--- src/rtl/sram_arbiter.sv ---
// sram_arbiter
// Shares one external SRAM controller between the instruction-fetch port
// (read-only) and the data port (read/write). One request is latched at a time
// and presented to the controller until it answers with s_ready or the
// watchdog gives up. Simultaneous requests are resolved round-robin.
//
// Ports
//   clk, reset          clock; asynchronous active-low reset
//   i_valid/i_addr      fetch request in;  i_ready/i_dtr completion out
//   d_valid/d_rw/d_addr/d_dtw  data request in; d_ready/d_dtr completion out
//   err                 qualifies i_ready/d_ready: transaction was aborted
//   s_valid/s_rw/s_addr/s_dtw  request to the SRAM controller
//   s_dtr/s_ready       read data and completion pulse from the controller
//
// TIMEOUT: cycles a grant may wait for s_ready before abort; 0 disables.
module sram_arbiter #(
    parameter int unsigned TIMEOUT = 32'd64
) (
    input  logic        clk,
    input  logic        reset,
    input  logic        i_valid,
    input  logic [31:0] i_addr,
    output logic        i_ready,
    output logic [31:0] i_dtr,
    input  logic        d_valid,
    input  logic        d_rw,
    input  logic [31:0] d_addr,
    input  logic [31:0] d_dtw,
    output logic        d_ready,
    output logic [31:0] d_dtr,
    output logic        err,
    output logic        s_valid,
    output logic        s_rw,
    output logic [31:0] s_addr,
    output logic [31:0] s_dtw,
    input  logic [31:0] s_dtr,
    input  logic        s_ready
);

    typedef enum logic [1:0] {
        IDLE    = 2'd0,
        GRANT_I = 2'd1,
        GRANT_D = 2'd2
    } state_t;

    localparam logic        LAST_I  = 1'b0;
    localparam logic        LAST_D  = 1'b1;
    localparam logic        WD_EN   = (TIMEOUT != 32'd0);
    localparam logic [31:0] WD_LAST = 32'(TIMEOUT) - 32'd1;

    state_t      state_q, state_d;
    logic        last_q, last_d;
    logic [31:0] cnt_q, cnt_d;
    logic        s_valid_q, s_valid_d;
    logic        s_rw_q, s_rw_d;
    logic [31:0] s_addr_q, s_addr_d;
    logic [31:0] s_dtw_q, s_dtw_d;
    logic        i_ready_q, i_ready_d;
    logic [31:0] i_dtr_q, i_dtr_d;
    logic        d_ready_q, d_ready_d;
    logic [31:0] d_dtr_q, d_dtr_d;
    logic        err_q, err_d;

    logic        grant_i_s, grant_d_s, in_grant_s, done_s, abort_s;

    // Arbitration and completion decode shared by the next-state and output logic.
    always_comb begin
        // On a tie the port that was not served last wins.
        grant_d_s  = d_valid && (!i_valid || (last_q == LAST_I));
        grant_i_s  = i_valid && !grant_d_s;
        in_grant_s = (state_q == GRANT_I) || (state_q == GRANT_D);
        done_s     = in_grant_s && s_ready;
        // Completion in the same cycle as the timeout takes priority.
        abort_s    = in_grant_s && !s_ready && WD_EN && (cnt_q == WD_LAST);
    end

    // State and output registers.
    always_ff @(posedge clk or negedge reset) begin
        if (!reset) begin
            state_q   <= IDLE;
            last_q    <= LAST_I;
            cnt_q     <= 32'd0;
            s_valid_q <= 1'b0;
            s_rw_q    <= 1'b0;
            s_addr_q  <= 32'd0;
            s_dtw_q   <= 32'd0;
            i_ready_q <= 1'b0;
            i_dtr_q   <= 32'd0;
            d_ready_q <= 1'b0;
            d_dtr_q   <= 32'd0;
            err_q     <= 1'b0;
        end else begin
            state_q   <= state_d;
            last_q    <= last_d;
            cnt_q     <= cnt_d;
            s_valid_q <= s_valid_d;
            s_rw_q    <= s_rw_d;
            s_addr_q  <= s_addr_d;
            s_dtw_q   <= s_dtw_d;
            i_ready_q <= i_ready_d;
            i_dtr_q   <= i_dtr_d;
            d_ready_q <= d_ready_d;
            d_dtr_q   <= d_dtr_d;
            err_q     <= err_d;
        end
    end

    // Next-state logic.
    always_comb begin
        state_d = state_q;
        case (state_q)
            IDLE: begin
                if (grant_d_s) begin
                    state_d = GRANT_D;
                end else if (grant_i_s) begin
                    state_d = GRANT_I;
                end else begin
                    state_d = IDLE;
                end
            end
            GRANT_I, GRANT_D: begin
                if (done_s || abort_s) begin
                    state_d = IDLE;
                end else begin
                    state_d = state_q;
                end
            end
            default: state_d = IDLE;
        endcase
    end

    // Output / datapath next values.
    always_comb begin
        last_d    = last_q;
        cnt_d     = cnt_q;
        s_valid_d = 1'b0;
        s_rw_d    = s_rw_q;
        s_addr_d  = s_addr_q;
        s_dtw_d   = s_dtw_q;
        i_ready_d = 1'b0;
        i_dtr_d   = i_dtr_q;
        d_ready_d = 1'b0;
        d_dtr_d   = d_dtr_q;
        err_d     = 1'b0;
        case (state_q)
            IDLE: begin
                cnt_d = 32'd0;
                if (grant_d_s) begin
                    s_valid_d = 1'b1;
                    s_rw_d    = d_rw;
                    s_addr_d  = d_addr;
                    s_dtw_d   = d_dtw;
                end else if (grant_i_s) begin
                    s_valid_d = 1'b1;
                    s_rw_d    = 1'b0;
                    s_addr_d  = i_addr;
                end else begin
                    s_valid_d = 1'b0;
                end
            end
            GRANT_I, GRANT_D: begin
                if (done_s || abort_s) begin
                    cnt_d  = 32'd0;
                    err_d  = abort_s;
                    last_d = (state_q == GRANT_D) ? LAST_D : LAST_I;
                    if (state_q == GRANT_I) begin
                        i_ready_d = 1'b1;
                        i_dtr_d   = done_s ? s_dtr : 32'd0;
                    end else begin
                        d_ready_d = 1'b1;
                        d_dtr_d   = done_s ? s_dtr : 32'd0;
                    end
                end else begin
                    s_valid_d = 1'b1;
                    cnt_d     = cnt_q + 32'd1;
                end
            end
            default: begin
                cnt_d = 32'd0;
            end
        endcase
    end

    assign s_valid = s_valid_q;
    assign s_rw    = s_rw_q;
    assign s_addr  = s_addr_q;
    assign s_dtw   = s_dtw_q;
    assign i_ready = i_ready_q;
    assign i_dtr   = i_dtr_q;
    assign d_ready = d_ready_q;
    assign d_dtr   = d_dtr_q;
    assign err     = err_q;

endmodule

--- config.mk ---
export PLATFORM = sky130hd
export DESIGN_NAME = sram_arbiter
export DESIGN_NICKNAME = d
export VERILOG_FILES = /design/src/rtl/sram_arbiter.sv
export SDC_FILE = /design/constraint.sdc
export NUM_CORES = 1
export LEC_CHECK = 0
export CELL_PAD_IN_SITES_DETAIL_PLACEMENT = 0
export CELL_PAD_IN_SITES_GLOBAL_PLACEMENT = 1
export CORE_MARGIN = 2
export CORE_UTILIZATION = 35
export CTS_BUF_LIST = sky130_fd_sc_hd__clkbuf_8
export DETAILED_ROUTE_END_ITERATION = 8
export GPL_ROUTABILITY_DRIVEN = 1
export PLACE_DENSITY = 0.85
export SETUP_SLACK_MARGIN = 0.3
export SLEW_MARGIN = 40
export SYNTH_ARGS = -nofsm -noshare
export SYNTH_HDL_FRONTEND = slang
export SYNTH_SLANG_ARGS = --single-unit
--- constraint.sdc ---
create_clock -name clk -period 2.78 [get_ports clk]
set_input_delay 0.556 -clock clk [delete_from_list [all_inputs] [get_ports clk]]
set_output_delay 0.556 -clock clk [all_outputs]
set_load 0.01 [all_outputs]
Word-level counts from Yosys, hierarchy flattened
Cells that the tools add are included.
Word-level totals
  register bits: 168
  bits of input ports: 134
  output and inout port bits: 133
  logic and storage cells: 62
Cells by class
  add/sub/neg operators: 1
  eq/ne operators: 4
  muxes and demuxes: 24
  bitwise logic cells: 2
  reduce and logical (&&, ||, !) cells: 19
Operators by type and width (number)
  32-bit 2-to-1 mux: 5
  32-bit by 1-bit adder with 32-bit output, second input constant: 1
  32-bit by 6-bit equality test with 1-bit output, second input constant: 1
  1-bit 2-to-1 mux: 15
  2-bit AND reduction: 3
  3-bit AND reduction: 2
  1-bit logical AND: 5
  2-bit 2-to-1 mux: 2
  2-bit case mux with 2 select lines: 1
  1-bit logical NOT: 3
  1-bit logical OR: 3
  2-bit by 1-bit equality test with 1-bit output, second input constant: 1
  2-bit equality test, second input constant: 1
  2-bit logical NOT: 1
  2-bit inequality test, second input constant: 1
  1-bit inverter: 2
  1-bit case mux with 2 select lines: 1
  2-bit nonzero test: 1
  2-bit OR reduction: 1

Depth between registers and ports, before layout
Gate-level depths: netlist of run 1.
  depth after elaboration: 8
  mapped depth: 9
  mapped depth without buffers: 7

Worst setup path after synthesis of run 1
OpenSTA, ideal clock, no wires.
  kind: reg2reg
  start: register state_q[0]
  end: register d_dtr_q[10] (netlist: d_dtr[10])
  setup time: 0.121 ns
  data arrival time: 1.894 ns
  required time: 2.659 ns
  setup slack: 0.765 ns
  cell stages (with the launch flop): 9
  buffers on the path: 1
  period minus slack after synthesis: 2.015 ns
  cells stage by stage: dfrtp_1 -> inv_1 -> ha_1 -> nor4b_1 -> nand4_1 -> nor3_4 -> o21bai_4 -> buf_6 -> a22o_1
Between the ends
  cells in the longest elaborated chain, start to end: 6
  elaborated cells on any way between the ends: 11
  those cells by class: 2 x eq/ne; 1 x mux; 1 x bitwise; 7 x reduce/logical
RTL lines
  start, declared: line 51  | state_t state_q, state_d;
  start signal, assigned: line 93  | state_q <= state_d;
  2-bit by 1-bit equality test with 1-bit output or 2-bit equality test (tied branches): line 71, 145, 166
  1-bit logical OR: line 71  | in_grant_s = (state_q == GRANT_I) || (state_q == GRANT_D);
  1-bit logical AND (2 in a row): line 74  | abort_s = in_grant_s && !s_ready && WD_EN && (cnt_q == WD_LAST);
  1-bit logical OR: line 162  | if (done_s || abort_s) begin
  3-bit AND reduction (no source line)
  end signal, assigned: line 103  | d_dtr_q <= d_dtr_d;
  end, declared: line 61  | logic [31:0] d_dtr_q, d_dtr_d;
Several ways; a longest one is shown, not always the timed one.
A chain may end at the register's enable or synchronous reset.

Worst setup path in the final report of run 1
  start: register state_q[0]
  end: register i_dtr_q[17] (netlist: i_dtr[17])
Between the ends
  cells in the longest elaborated chain, start to end: 6
  elaborated cells on any way between the ends: 10
  those cells by class: 2 x eq/ne; 1 x mux; 7 x reduce/logical
RTL lines
  2-bit by 1-bit equality test with 1-bit output or 2-bit equality test (tied branches): line 71, 145, 166
  1-bit logical OR: line 71
  1-bit logical AND (2 in a row): line 74
  1-bit logical OR: line 162
  3-bit AND reduction (no source line)
  end signal, assigned: line 101  | i_dtr_q <= i_dtr_d;
  end, declared: line 59  | logic [31:0] i_dtr_q, i_dtr_d;
Several ways; a longest one is shown, not always the timed one.

==> results.cfg, run 1 <==
[floorplan]
die_y_um = 147
pin_count = 267
std_cell_rows = 52
fp.dieArea_mm2 = 0.0216
core_area_mm2 = 0.0202
die_w_um = 147
initial_utilization = 0.355

[pwr]
intPower_mw = 6.79
p_leak_nw = 4.42
p_switching_mw = 3.44
pwr-share-seq = 0.388
vdd_drop_max_mv = 0.456
pwr-share-clk = 0.161
swShare = 0.336
p_per_area_mw_per_mm2 = 973
comb_power_share = 0.452

[timing]
hold_viol = 0
slew_headroom = 0.560
worst_pin_slew_ns = 0.660
period_needed_ns = 2.29
fmax_mhz = 437
rsz0062_at_grt = true
finalCritPeriodShare = 0.823
finalSetupTns_ns = 0
finalSetupViolations = 0
drv_slew = 0
skew_ns = 0.0138

[placement]
place_area_mm2 = 0.0101
post-dp-hpwl_um = 13500
place.gp.congestion = 0.804
io_buffers = 266

[critical_path]
reg2reg_slack_ns = 0.49
setup.worst_path.start_class = flip-flop
required_ns = 3.10
worst-setup-path-type = reg2reg
endpoint_kind = flip-flop
worstReg2RegStart = state_q[0]
reg2regPathDepth = 9
arrival_ns = 2.61
reg2reg_to = i_dtr[17]
crit_path_max_fanout = 15

[clocking]
ctsHoldBuffers = 0
clk_latency_ns = 0.45
cts_sinks = 168
cts.clk_slew.worst_paths_ns = 0.10
cts_made_buffers = 17
clock_path_buffers = 2
cts_root_buf = clkbuf_8
htree_levels = 4
cts_tree = done

[cells_and_area]
final_area_mm2 = 0.0105
n_fill_cell = 1811
final_common_cell = clkdlybuf4s50_1
layout_common_cells = clkdlybuf4s50_1 (265), dfrtp_1 (168), a22o_1 (61), nand2_1 (41), nor2_1 (37)
seq_area_mm2 = 0.00420
nets = 970
multi_input_area_mm2 = 0.00269
drive_gt1_frac = 0.123
num_antenna_cells = 0
area_delta_synth_final_pct = 46.7

[min_path]
min_path_type = in2async

[outcome]
outcome = completed

[yosys]
synth_edf_count = 0
syn_nets = 711
async_flop_share = 1.00
ys_warn_count = 0
syn_area_mm2 = 0.00717
avgSynthCellArea_um2 = 12.5
netlist_instances = 572
seq_area_frac_synth = 0.586
ys_types = 45
ys_ff_latch = 168
synth_top_flop_cell = dfrtp_1

[detailed_routing]
drt-initial-drc-count = 233
wl_per_cell_um = 16.7
postRouteAntennaNets = 0
vias_per_cell = 4.85
firstDrtPassIters = 4
vias = 5398
post-route-drc-count = 0
finalWirelength_um = 18600

[global_routing]
gr-usage-all-layers = 0.176
grt_pass1_vias = 5646
antenna_found_initial = 0
grt_max_degree = 67
grt_pass1_wl_um = 30300
gr-total-overflow = 0

[run]
drv_cap = 0
-- layout make-up --
cell class | count | area share
timing repair buffer | 282 | 0.273
sequential | 168 | 0.400
inverter | 9 | 0.00321
clock buffer | 17 | 0.0223
tap | 270 | 0.0321
clock inverter | 15 | 0.0134
multi-input combinational | 353 | 0.256
-- state kept, by name, indices dropped and copies added, names as in the netlist --
register,flops
cnt_q,32
d_dtr,32
d_ready,1
err,1
i_dtr,32
i_ready,1
last_q,1
s_addr,32
s_dtw,32
s_rw,1
s_valid,1
state_q,2
-- cell families after synthesis --
logic type	share of synthesized area
flops	0.586
fa+ha+maj	0.00873
compound gates	0.110
xor+xnor	0.0366
buf+inv	0.0428
mux	0.0993
simple gates	0.116
-- synthesized netlist by cell type (5+ instances only) --
cell type | number | share of area
dfrtp_1 | 168 | 0.59
a22o_1 | 61 | 0.075
nand2_1 | 41 | 0.021
nor2_1 | 37 | 0.019
mux2i_1 | 34 | 0.047
mux2_2 | 33 | 0.052
o21ai_0 | 33 | 0.023
xnor2_1 | 24 | 0.029
nor4_1 | 17 | 0.015
clkbuf_1 | 15 | 0.0079
nand3_1 | 14 | 0.0098
buf_6 | 11 | 0.017
nor3_1 | 10 | 0.0070
inv_1 | 9 | 0.0047
buf_2 | 8 | 0.0056
nand4_1 | 6 | 0.0052
xor2_1 | 6 | 0.0073
ha_1 | 5 | 0.0087
-- per-layer routing --
layer  global-route usage  wire, µm  vias up
li1                     -         -     2560
met1                0.220      7760     2624
met2                0.289      9050      191
met3               0.0596      1490       23
met4               0.0567       340        0
met5                    0         0        -
-- worst max-delay path, cell delays in order (launching register included) --
cell and delay, ns:
dfrtp_1 0.39, inv_1 0.09, ha_1 0.37, nor4b_2 0.21, nand4_1 0.17, nor3_4 0.30, buf_4 0.17, o21ai_4 0.06
buf_8 0.17, a22o_1 0.25
-- power groups by stage --
| stage | Combinational [mW] | Clock, mW | Sequential, mW |
|---|---|---|---|
| CTS | 4.68 | 1.72 | 3.97 |
| global placement | 4.59 | 0 | 3.98 |
| global route | 4.96 | 1.82 | 4.11 |
| finish | 4.62 | 1.64 | 3.97 |
| detailed placement | 4.67 | 0 | 4.01 |
| floorplan | 1.60 | 0 | 4.40 |
-- metrics by stage --
step	util	worst slack (ns)	cells	hold slack [ns]	power, mW
after global placement	0.500	0.136	1078	0.460	8.57
after floorplan	-	0.765	572	0.260	6.01
after CTS	0.519	0.341	1111	0.117	10.4
after detailed placement	0.500	0.106	1079	0.469	8.68
final	0.521	0.492	1114	0.107	10.2
after global routing	0.521	0.283	1114	0.140	10.9
-- timing repair --
action | 4_1_cts | 5_1_grt
endpoints found under the hold margin | 0 | 0
setup buffers | 0 | 2
resized for setup | 0 | 1
setup endpoints to repair | 0 | 82
-- worst max-delay path by stage --
| stage | from | to | slack [ns] | cells past startpoint |
|---|---|---|---|---|
| final | state_q[0] | i_dtr[17] | 0.49 | 9 |
| after global routing | state_q[1] | i_dtr[17] | 0.28 | 9 |
| after CTS | state_q[1] | i_dtr[17] | 0.34 | 8 |
| after detailed placement | s_ready | i_dtr[17] | 0.11 | 7 |
| after global placement | s_ready | d_dtr[0] | 0.14 | 6 |
| after floorplan | state_q[0] | d_dtr[10] | 0.77 | 8 |
No activity file was read; power rests on OpenSTA's default activity.
==> run 2, diff against run 1 <==
Settings changed: CORE_UTILIZATION 35 to 32, PLACE_DENSITY 0.85 to 0.82.
Clock period 2.78 ns to 1.9 ns, I/O delays scaled along.
==> results.cfg, run 2 (synthesized netlist as in run 1, its figures left out) <==
[global_routing]
grt_pass1_vias = 5852
grt_max_degree = 46
gr-total-overflow = 0
gr-usage-all-layers = 0.169
grt_pass1_wl_um = 31900
antenna_found_initial = 0

[cells_and_area]
layout_common_cells = dfrtp_1 (168), clkdlybuf4s50_1 (132), dlygate4sd2_1 (107), buf_4 (62), a22o_1 (61)
final_common_cell = dfrtp_1
nets = 1042
area_delta_synth_final_pct = 60.4
fin_cells = 1196
final_area_mm2 = 0.0115
drive_gt1_frac = 0.240
fin_util = 0.525
num_antenna_cells = 0

[placement]
place_area_mm2 = 0.0106
place.gp.congestion = 0.775
dpl.cell_count = 1135
post-dp-hpwl_um = 14000
place_ws_ns = -0.409
io_buffers = 266

[timing]
drv_slew = 0
rsz0062_at_grt = true
layout_setup_ws_ns = -0.127
fmax_mhz = 493
period_needed_ns = 2.03
slew_headroom = 0.688
skew_ns = 0.0239
hold_ws_ns = 0.400
hold_viol = 0
finalSetupTns_ns = -6.88
finalSetupViolations = 97
finalCritPeriodShare = 1.07
worst_pin_slew_ns = 0.468

[detailed_routing]
firstDrtPassIters = 4
finalWirelength_um = 20100
postRouteAntennaNets = 0
vias_per_cell = 4.82
drt-initial-drc-count = 306
wl_per_cell_um = 16.8
vias = 5760
post-route-drc-count = 0

[clocking]
htree_levels = 4
cts.clk_slew.worst_paths_ns = 0.12
clock_path_buffers = 2
cts_tree = done
clk_latency_ns = 0.47
cts_sinks = 168
cts_root_buf = clkbuf_8
cts_made_buffers = 17

[pwr]
totalPowerFinal_mw = 15.3
p_leak_nw = 5.16
vdd_drop_max_mv = 0.578
p_per_area_mw_per_mm2 = 1330

[critical_path]
worst-setup-path-type = reg2reg
required_ns = 2.26
endpoint_kind = flip-flop
crit_path_max_fanout = 33
setup.worst_path.start_class = flip-flop
arrival_ns = 2.39

[floorplan]
pin_count = 267
core_area_mm2 = 0.0219
die_w_um = 154
fp.dieArea_mm2 = 0.0236
die_y_um = 154
std_cell_rows = 54
initial_utilization = 0.328

[run]
drv_cap = 0

[min_path]
min_path_type = in2async

[outcome]
failed_checks = negative setup slack
outcome = complete, but fails checks
-- run 2: what timing repair did --
item / 4_1_cts / 5_1_grt
setup buffers: 8 / 17
cloned: 2 / 1
setup endpoints to repair: 236 / 138
gates resized for setup: 173 / 65
endpoints found under the hold margin: 41 / 0
pin swaps: 14 / 20
hold buffers: 1 / 0
-- run 2: worst paths after layout --
check                           cells past startpoint          to  slack, ns       start
max in group asynchronous                           3   s_dtw[19]       0.90       reset
worst max register to register                      9   d_dtr[31]      -0.13  state_q[0]
worst min register to register                      2  s_addr[18]       0.48  s_addr[18]
worst max-delay path                                9   d_dtr[31]      -0.13  state_q[0]
min in group clk                                    2  s_addr[18]       0.48  s_addr[18]
worst min-delay path                                2   d_dtr[17]       0.40       reset
-- run 2: routing by layer --
layer	GRT usage	share of wire	up-vias
met3	0.0459	0.061	24
met5	0	0	-
li1	-	-	2712
met2	0.292	0.50	179
met1	0.209	0.42	2845
met4	0.0476	0.018	0
-- run 2: cell type report --
| class | instances | area [µm²] |
|---|---|---|
| repair buffers | 354 | 3490 |
| well taps | 280 | 350 |
| inverters | 9 | 33.8 |
| fillers | 1925 | 10400 |
| clock inverters | 15 | 181 |
| flip-flops and latches | 168 | 4200 |
| multi-input cells | 353 | 3010 |
| clock buffers | 17 | 234 |
-- run 2: critical path, cell delays in order (launching register included) --
cell and delay, ns:
dfrtp_1 0.38, inv_2 0.06, ha_4 0.26, nor4b_4 0.17, nand4_1 0.17, nor3_4 0.25
buf_6 0.15, o21bai_4 0.06, buf_12 0.17, a22o_2 0.24
-- run 2: power by group --
| group | total [mW] | leakage, nW | switching [mW] | internal (mW) |
|---|---|---|---|---|
| sequential | 5.70 | 2.13 | 0.704 | 5.00 |
| clock | 2.59 | 0.200 | 1.58 | 1.01 |
| combinational | 7.02 | 2.83 | 3.20 | 3.82 |
==> run 3, diff against run 2 <==
Settings changed: CAP_MARGIN set to 20, CORE_UTILIZATION 32 to 35, PLACE_DENSITY 0.82 to 0.85.
Clock period 1.9 ns to 2.3 ns, I/O delays scaled along.
==> results.cfg, run 3 (synthesized netlist as in run 1, its figures left out) <==
[timing]
layout_setup_ws_ns = 0.208
finalCritPeriodShare = 0.910
slew_headroom = 0.695
rsz0062_at_grt = true
period_needed_ns = 2.09
drv_slew = 0
hold_viol = 0
skew_ns = 0.0247
worst_pin_slew_ns = 0.454
fmax_mhz = 478
finalSetupViolations = 0

[pwr]
vdd_drop_max_mv = 0.558
p_per_area_mw_per_mm2 = 1180
totalPowerFinal_mw = 12.9
p_leak_nw = 4.58

[critical_path]
crit_path_max_fanout = 19
crit_chain = inv_2 > ha_4 > nor4b_4 > nand4_1 > nor3_4 > buf_6 > o21bai_4 > buf_12 > a22o_2
cpMaxStageDelayCell = dfrtp_1
reg2reg_to = d_dtr[31]
setup.worst_path.start_class = flip-flop
arrival_ns = 2.44
reg2regPathDepth = 9
worst-setup-path-type = reg2reg
endpoint_kind = flip-flop
cp_slowest_stage_delay_ns = 0.38
required_ns = 2.65
worstReg2RegStart = state_q[0]
reg2reg_slack_ns = 0.21

[global_routing]
antenna_found_initial = 0
gr-usage-all-layers = 0.177
grt_pass1_vias = 5615
grt.met1_usage = 0.231
grt_max_degree = 67
grt_pass1_wl_um = 30300
grt-busiest-layer = met2
gr-total-overflow = 0
met3_usage = 0.0627
met2_usage = 0.277

[detailed_routing]
vias_per_cell = 4.83
postRouteAntennaNets = 0
firstDrtPassIters = 4
post-route-drc-count = 0
finalWirelength_um = 18900
wl_per_cell_um = 16.7
vias = 5455
drt-initial-drc-count = 247

[placement]
post-dp-hpwl_um = 13200
place_ws_ns = -0.137
place.gp.congestion = 0.779
dpl.cell_count = 1085
place_area_mm2 = 0.0102
io_buffers = 266

[cells_and_area]
fin_cells = 1130
num_antenna_cells = 0
nets = 986
fin_util = 0.541
drive_gt1_frac = 0.163
area_delta_synth_final_pct = 52.3
layout_common_cells = clkdlybuf4s50_1 (264), dfrtp_1 (168), a22o_1 (61), nand2_1 (41), mux2i_1 (34)
final_area_mm2 = 0.0109
final_common_cell = clkdlybuf4s50_1

[min_path]
hold_end = s_addr[27]
hold_depth = 2
min_path_type = reg2reg
worstHoldStart = s_addr[27]

[clocking]
cts_root_buf = clkbuf_8
htree_levels = 4
clock_path_buffers = 2
cts.clk_slew.worst_paths_ns = 0.10
clk_latency_ns = 0.46
cts_sinks = 168
cts_tree = done
cts_made_buffers = 17

[floorplan]
pin_count = 267
die_y_um = 147
core_area_mm2 = 0.0202
die_w_um = 147
std_cell_rows = 52
fp.dieArea_mm2 = 0.0216
initial_utilization = 0.355

[run]
drv_cap = 0

[outcome]
outcome = completed
[run 3: cell types whose count changed in the layout (fill, tap and decap cells not counted), moves of 4 or more]
cell and change:
clkdlybuf4s15_1 -26, buf_12 -4, nor2_2 +5, nor2_1 +16, nor4_1 +5, clkdlybuf4s50_1 +132
dlygate4sd2_1 -107, nor2_4 -21, buf_4 -49
[run 3: worst max path at each step]
stage | startpoint | to | depth (start not counted)
3_5_place_dp | s_ready | state_q[1] | 7
5_1_grt | state_q[1] | i_dtr[14] | 9
2_1_floorplan | state_q[0] | d_dtr[10] | 8
6_report | state_q[0] | d_dtr[31] | 9
4_1_cts | state_q[0] | d_dtr[0] | 9
3_3_place_gp | s_ready | d_dtr[0] | 7
[run 3: critical path: cells and delay by family, from the launching register on]
kind / cells / cell delay, ns
buffers and inverters: 3 / 0.38
flip-flops: 1 / 0.38
adder cells (fa/ha/maj): 1 / 0.29
AND/OR/NAND/NOR: 3 / 0.59
AO/OA/AOI/OAI: 2 / 0.34
[run 3: what timing repair did]
item	4_1_cts	5_1_grt
setup endpoints to repair	102	101
pin swaps	1	12
endpoints found under the hold margin	41	0
gates cloned	1	1
setup buffers	4	6
resized for setup	8	32
hold buffers	1	0
[run 3: cell type report]
class / instances / area (µm²)
Tap cell: 270 / 338
Fill cell: 1775 / 9250
Clock buffer: 18 / 248
Sequential cell: 168 / 4200
Clock inverter: 14 / 155
Timing Repair Buffer: 298 / 3130
Inverter: 9 / 33.8
Multi-Input combinational cell: 353 / 2810
[run 3: power by group]
| group | internal (mW) | switching [mW] | leakage, nW |
|---|---|---|---|
| Combinational | 3.60 | 2.43 | 2.26 |
| Sequential | 4.13 | 0.658 | 2.13 |
| Clock | 0.846 | 1.24 | 0.198 |
| Total | 8.58 | 4.33 | 4.58 |
[run 3: metal layers]
metal | share of wire | up-vias
met3 | 0.083 | 31
met2 | 0.47 | 201
li1 | - | 2603
met5 | 0 | -
met4 | 0.020 | 0
met1 | 0.42 | 2620
[run 3: through the flow]
step                hold WS, ns  TNS [ns]
global route              0.484         0
floorplan                 0.164         0
detailed placement        0.417     -7.98
CTS                       0.458         0
finish                    0.484         0
global placement          0.416     -6.43
